--- src/rtl/hazard_stall_ctrl.sv ---
// Hazard detection and stall sequencing for the 5-stage MIPS pipeline, including MULT/DIV occupancy tracking.
// Optional stall performance counter enabled by defining HAZARD_STALL_PERF_EN.
module hazard_stall_ctrl #(
  parameter int MULT_CYCLES = 4,
  parameter int DIV_CYCLES  = 32,
  parameter int CNT_W       = 32
) (
  input  logic             clk,
  input  logic             reset,
  input  logic [4:0]       id_rs,
  input  logic [4:0]       id_rt,
  input  logic             id_uses_rt,
  input  logic             id_is_branch,
  input  logic             id_is_md,
  input  logic             id_reads_hilo,
  input  logic             branch_taken,
  input  logic             ex_reg_write,
  input  logic             ex_mem_read,
  input  logic [4:0]       ex_dst,
  input  logic             mem_mem_read,
  input  logic [4:0]       mem_dst,
  input  logic             md_start,
  input  logic             md_is_div,
  output logic             pc_write,
  output logic             if_id_stall,
  output logic             if_id_flush,
  output logic             id_ex_bubble,
  output logic             md_busy,
  output logic [7:0]       md_remaining
`ifdef HAZARD_STALL_PERF_EN
  ,
  input  logic             perf_clr,
  output logic [CNT_W-1:0] stall_cycles
`endif
);

  typedef enum logic {
    RUN     = 1'b0,
    MD_BUSY = 1'b1
  } state_t;

  // The counter is loaded with N-1: the cycle md_start is seen counts as the first occupancy cycle.
  localparam logic [7:0] MULT_LOAD = 8'(MULT_CYCLES - 1);
  localparam logic [7:0] DIV_LOAD  = 8'(DIV_CYCLES - 1);

  state_t     state;
  state_t     state_nxt;
  logic [7:0] remaining_nxt;

  logic ex_match;
  logic mem_match;
  logic lu;
  logic br_ex;
  logic br_mem;
  logic md_h;
  logic stall;

  // $0 is hardwired to zero, so a write to it can never create a dependency.
  assign ex_match  = (ex_dst != 5'd0) &&
                     ((ex_dst == id_rs) || (id_uses_rt && (ex_dst == id_rt)));
  assign mem_match = (mem_dst != 5'd0) &&
                     ((mem_dst == id_rs) || (id_uses_rt && (mem_dst == id_rt)));

  assign lu     = ex_mem_read && ex_match;
  assign br_ex  = id_is_branch && ex_reg_write && ex_match;
  assign br_mem = id_is_branch && mem_mem_read && mem_match;
  assign md_h   = (state == MD_BUSY) && (id_is_md || id_reads_hilo);
  assign stall  = lu | br_ex | br_mem | md_h;

  // NOTE: state registers use non-blocking assignments so every flop samples pre-edge values.
  always_ff @(posedge clk or posedge reset) begin
    if (reset) begin
      state        <= RUN;
      md_remaining <= 8'd0;
    end else begin
      state        <= state_nxt;
      md_remaining <= remaining_nxt;
    end
  end

  // NOTE: every signal driven here gets a default first so no path can infer a latch.
  always_comb begin
    state_nxt     = state;
    remaining_nxt = md_remaining;
    case (state)
      RUN: begin
        if (md_start) begin
          state_nxt     = MD_BUSY;
          remaining_nxt = md_is_div ? DIV_LOAD : MULT_LOAD;
        end
      end
      MD_BUSY: begin
        // md_start is ignored here; a second MULT/DIV is held in ID by md_h.
        if (md_remaining <= 8'd1) begin
          state_nxt     = RUN;
          remaining_nxt = 8'd0;
        end else begin
          remaining_nxt = md_remaining - 8'd1;
        end
      end
      default: begin
        state_nxt     = RUN;
        remaining_nxt = 8'd0;
      end
    endcase
  end

  assign md_busy = (state == MD_BUSY);

  // A stalled branch is never flushed: its compare operands are stale, so branch_taken is untrusted.
  always_comb begin
    pc_write     = 1'b1;
    if_id_stall  = 1'b0;
    if_id_flush  = 1'b0;
    id_ex_bubble = 1'b0;
    if (reset) begin
      pc_write = 1'b0;
    end else if (stall) begin
      pc_write     = 1'b0;
      if_id_stall  = 1'b1;
      id_ex_bubble = 1'b1;
    end else if (branch_taken) begin
      if_id_flush = 1'b1;
    end
  end

`ifdef HAZARD_STALL_PERF_EN
  always_ff @(posedge clk or posedge reset) begin
    if (reset) begin
      stall_cycles <= '0;
    end else if (perf_clr) begin
      stall_cycles <= '0;
    end else if (stall && (stall_cycles != {CNT_W{1'b1}})) begin
      stall_cycles <= stall_cycles + CNT_W'(1);
    end
  end
`endif

  a_stall_flush_excl : assert property (@(posedge clk) disable iff (reset)
    !(if_id_stall && if_id_flush));

endmodule

--- config.mk ---
export PLATFORM = sky130hd
export DESIGN_NAME = hazard_stall_ctrl
export DESIGN_NICKNAME = d
export VERILOG_FILES = /design/src/rtl/hazard_stall_ctrl.sv
export SDC_FILE = /design/constraint.sdc
export NUM_CORES = 1
export LEC_CHECK = 0
export ABC_AREA = 0
export BUFFER_PORTS_ARGS = -buffer_cell sky130_fd_sc_hd__clkbuf_2
export CAP_MARGIN = 20
export CORE_MARGIN = 1
export CORE_UTILIZATION = 39
export DETAILED_ROUTE_END_ITERATION = 8
export GPL_ROUTABILITY_DRIVEN = 0
export PLACE_DENSITY = 0.74
export REMOVE_ABC_BUFFERS = 1
export SYNTH_ARGS = -nofsm -noshare
export SYNTH_HDL_FRONTEND = slang
export SYNTH_SLANG_ARGS = --single-unit
export TNS_END_PERCENT = 30
--- constraint.sdc ---
create_clock -name clk -period 1.7 [get_ports clk]
set_input_delay 0.085 -clock clk [delete_from_list [all_inputs] [get_ports clk]]
set_output_delay 0.085 -clock clk [all_outputs]
set_load 0.02 [all_outputs]
Word-level counts from Yosys, hierarchy flattened

Index checks and enable logic that the tools add are counted.

Register bits after elaboration: 9
Input port bits: 32
Logic and storage cells: 42

Add/subtract/negate cells: 1
Magnitude comparators: 1
Equality and inequality tests: 5
Muxes and demuxes: 14
Bitwise gates (word level): 4
Reductions and logical operators: 15

Operators with widths:

| cell                  | count |
|---|---|
| $eq A5 B5 Y1          | 4 |
| $mux W8               | 2 |
| $pmux W8 S2           | 1 |
| $logic_and A1 B1 Y1   | 10 |
| $reduce_bool A5 Y1    | 2 |
| $mux W1               | 9 |
| $le A8 B1 Y1 const B  | 1 |
| $sub A8 B1 Y8 const B | 1 |
| $mux W5               | 1 |
| $logic_or A1 B1 Y1    | 3 |
| $or A1 B1 Y1          | 3 |
| $ne A2 B2 Y1 const B  | 1 |
| $pmux W1 S2           | 1 |
| $not A1 Y1            | 1 |

Logic depth before layout (Yosys ltp)

Depth after elaboration: 10
Depth in mapped cells: 7

Worst setup path before layout

No wires, ideal clock.

Path kind: reg-to-reg
Start point: register md_remaining[5]
End point: register md_remaining[6]
Data arrival time: 1796 ps
Slack: -217 ps
Cell stages (with the launch flop): 5
Buffers on the path: 0
Period minus slack after synthesis: 1917 ps
Cells stage by stage: dfrtp_1 or4_4 o41ai_4 nor3_1 a22o_1

Word-level cells in the longest chain between the ends: 3
Elaborated cells between the ends (all ways): 4
Classes of those cells: 1 x add/sub; 1 x order compare; 2 x mux

Ends and longest elaborated chain:

| what                                                 | line   | source |
|---|---|---|
| from (decl)                                          | 29     | `output logic [7:0] md_remaining` |
| from (signal assigned)                               | 77     | `md_remaining <= remaining_nxt;` |
| $sub A8 B1 Y8 / $le A8 B1 Y1 (equally long branches) | 98, 94 |  |
| $mux W8 *                                            | 94     | `if (md_remaining <= 8'd1) begin` |
| $pmux W8 S2 *                                        | 85     | `case (state)` |

Mark *: on every way between the ends. The rest lies on a longest branch, timed or not.
A chain may end at the register's enable or synchronous reset.

Final worst setup path

Start point: register md_remaining[6]
End point: register md_remaining[7]

The elaborated chain is that of the path after synthesis.

==> metrics.csv <==
stage,metric,value,unit
status,status,finished clean,
finish,finalNonFillerCells,184,
placed_design,dp_slack,-109.1,ps
finish,drive_above_1_share,43.95,%
run,maxCapViolations,0,
placed_design,place_hpwl,1.845,mm
setup_path,critPathArrivalTime,1840,ps
clocking,cts_max_level,1,
synth,yosysWarnings,0,
detailed_routing,dr_total_vias,917,
clocking,clkSinkCount,9,
floorplan,pin_count,45,
timing,relSlewSlack,73.08,%
finish,diodes,0,
floorplan,die_h,47.88,um
setup_path,worstPathRequired,1840,ps
floorplan,fp.dieW,47.88,um
min_path,worst_hold_path.endpoint,md_remaining[4],
synth,synthArstFlopShare,100.0,%
detailed_routing,first_pass_iters,4,
clocking,clock_latency,260,ps
clocking,cts_tree,done,
global_route,grt_overflow,0,
timing,final_hold_viol_count,0,
setup_path,startpoint_type,flip-flop,
pwr,p_total,1.737,mW
synth,synthCells,96,
timing,fmaxAchievable,589.0,MHz
setup_path,r2r_start,md_remaining[6],
detailed_routing,vias_per_cell,4.984,
detailed_routing,wirelength,2.196,mm
setup_path,path_cells,or4_4 > o41ai_4 > buf_6 > a21oi_1 > o21ai_1 > o31ai_1,
timing,worst_pin_slew,402.3,ps
pwr,p_leak,0.6232,nW
finish,syn_to_final_growth,50.76,%
placed_design,place_area,1146,um2
setup_path,worstReg2RegEnd,md_remaining[7],
min_path,min_path_type,primary input to flip-flop,
finish,stdcell_area,1237,um2
placed_design,io_buffers,44,
synth,synth_edf_count,0,
detailed_routing,ant_nets,0,
global_route,grt_pass1_wl,3.443,mm
timing,rsz0062_at_grt,true,
global_route,groute.usage.overall,21.89,%
timing,finalMaxSlewViolations,0,
global_route,grt_pass1_vias,858,
timing,skew,7.406,ps
synth,synth.avg_cell_area,8.550,um2
timing,setup_violations,0,
setup_path,crit_path_end_kind,flip-flop,
timing,layout_min_cycle_time,1698,ps
placed_design,dp.cells,176,
synth,ys_ff_latch,9,
floorplan,dieArea,2292,um2
detailed_routing,wl_per_cell,11.93,um
synth,synth_flop_cell,dfrtp_1,
global_route,antenna_found_initial,0,
clocking,clkTransAtPathRegs,60,ps
min_path,min_from,md_is_div,
setup_path,crit_fanout,8,
clocking,cts_root_buf,clkbuf_4,
detailed_routing,drcViolationCount,0,
pwr,ir_drop,0.0009975,V
setup_path,slowest_stage,or4_4,
finish,num-nets-final,192,
clocking,clock_path_buffers,2,
clocking,cts_inserted_buffers,3,
timing,finalCritPeriodShare,99.87,%
floorplan,initial_core_util,41.84,%
synth,synth_area,820.8,um2
setup_path,max_stage_delay,550,ps
detailed_routing,detail_route.iter0.violations,30,
synth,ys_seq_area_share,27.44,%
min_path,hold_depth,3,
setup_path,ff2ff_path_depth,6,
setup_path,crit_path_start,md_remaining[6],
pwr,p_per_area,1404,nW/um2
floorplan,rows,16,
setup_path,ff2ff_setup_slack,2,ps
floorplan,core-area,1962,um2
timing,worst_slack,2.141,ps
setup_path,critical_path_class,flip-flop to flip-flop,
global_route,grt_max_degree,11,
synth,synth_cell_type_count,30,
==> critical path: cells and delay by family (launching register included) <==
family / cells / cell delay [ps]
buffers and inverters: 1 / 180
and+or+nand+nor: 1 / 550
DFF: 1 / 380
AOI/OAI and AO/OA: 4 / 470
==> synthesized netlist by cell type, types with 2 or more instances <==
master / n / share of area [%]
xnor2_1: 3 / 3.2
nor4_1: 3 / 2.3
nor3_1: 5 / 3.0
inv_1: 4 / 1.8
dfrtp_1: 9 / 27
nand2b_1: 3 / 2.3
o21ai_0: 8 / 4.9
ha_1: 2 / 3.0
mux2i_1: 2 / 2.4
a21oi_1: 6 / 3.7
a32oi_1: 2 / 2.1
xor2_1: 18 / 19
o22ai_1: 2 / 1.5
or4_1: 2 / 1.8
nor2_1: 12 / 5.5
==> per-layer routing <==
metal  up-vias  global-route usage (%)  wire length [um]
met2        32                   37.57              1081
met1       411                   26.03               986
met5         -                       0                 0
met4         0                   7.778                18
li1        468                       -                 -
met3         6                   6.038               110
==> how the worst max path moves through the flow <==
stage | end | slack [ps] | depth (start not counted)
after floorplan | md_remaining[6] | -220 | 4
after global placement | md_remaining[6] | -80 | 5
after detailed placement | md_remaining[6] | -110 | 5
after CTS | md_remaining[2] | -20 | 7
after global routing | md_remaining[5] | -70 | 6
final | md_remaining[7] | 2 | 6
==> stage by stage <==
| stage | util, % | hold slack [ps] | TNS [ps] |
|---|---|---|---|
| after floorplan | - | -82.05 | -974.6 |
| final | 63.07 | 146.4 | 0 |
| after detailed placement | 58.42 | 84.40 | -409.3 |
| after global routing | 63.07 | 156.6 | -459.7 |
| after CTS | 62.50 | 133.1 | -31.54 |
| after global placement | 58.42 | 74.72 | -272.8 |
==> cells in the final DEF (no fill, tap or decap), types with 3 or more instances in the layout <==
cell	instances
nand2b_1	3
buf_4	13
clkbuf_4	3
a21oi_1	5
clkbuf_2	44
nor3_1	4
xnor2_1	3
inv_1	4
o21ai_1	5
xor2_1	18
o21ai_0	3
nor2_1	11
dfrtp_1	9
==> final cells by class <==
| type | instances | area, um2 |
|---|---|---|
| fillers | 167 | 724.4 |
| multi-input cells | 81 | 598.1 |
| repair buffers | 59 | 339.1 |
| flip-flops and latches | 9 | 225.2 |
| well taps | 27 | 33.78 |
| clock buffers | 4 | 26.28 |
| inverters | 4 | 15.01 |
==> repair_timing <==
item	in CTS	in global routing
hold endpoints to repair	9	0
setup buffers	3	0
hold buffers	1	0
gates resized for setup	9	3
setup endpoints to repair	4	8
pin swaps	6	1
==> kinds of logic after synthesis <==
kind of cell / after synthesis / synth area share, %
and+or+nand+nor: 31 / 19.97
AOI/OAI and AO/OA: 25 / 21.50
xor gates and xnor gates: 21 / 22.41
DFF: 9 / 27.44
buffers and inverters: 6 / 3.201
muxes: 2 / 2.439
adders and majority gates: 2 / 3.048
==> power by group <==
part / internal (mW) / switching [mW]
Clock: 0.0904 / 0.0728
Combinational: 0.552 / 0.614
Sequential: 0.309 / 0.0988
Total: 0.951 / 0.785
==> state kept, by name (all words and copies together), names as in the netlist <==
| signal | count |
|---|---|
| md_remaining | 8 |
| md_busy | 1 |
Note: power is estimated with default switching activity, not from simulation.
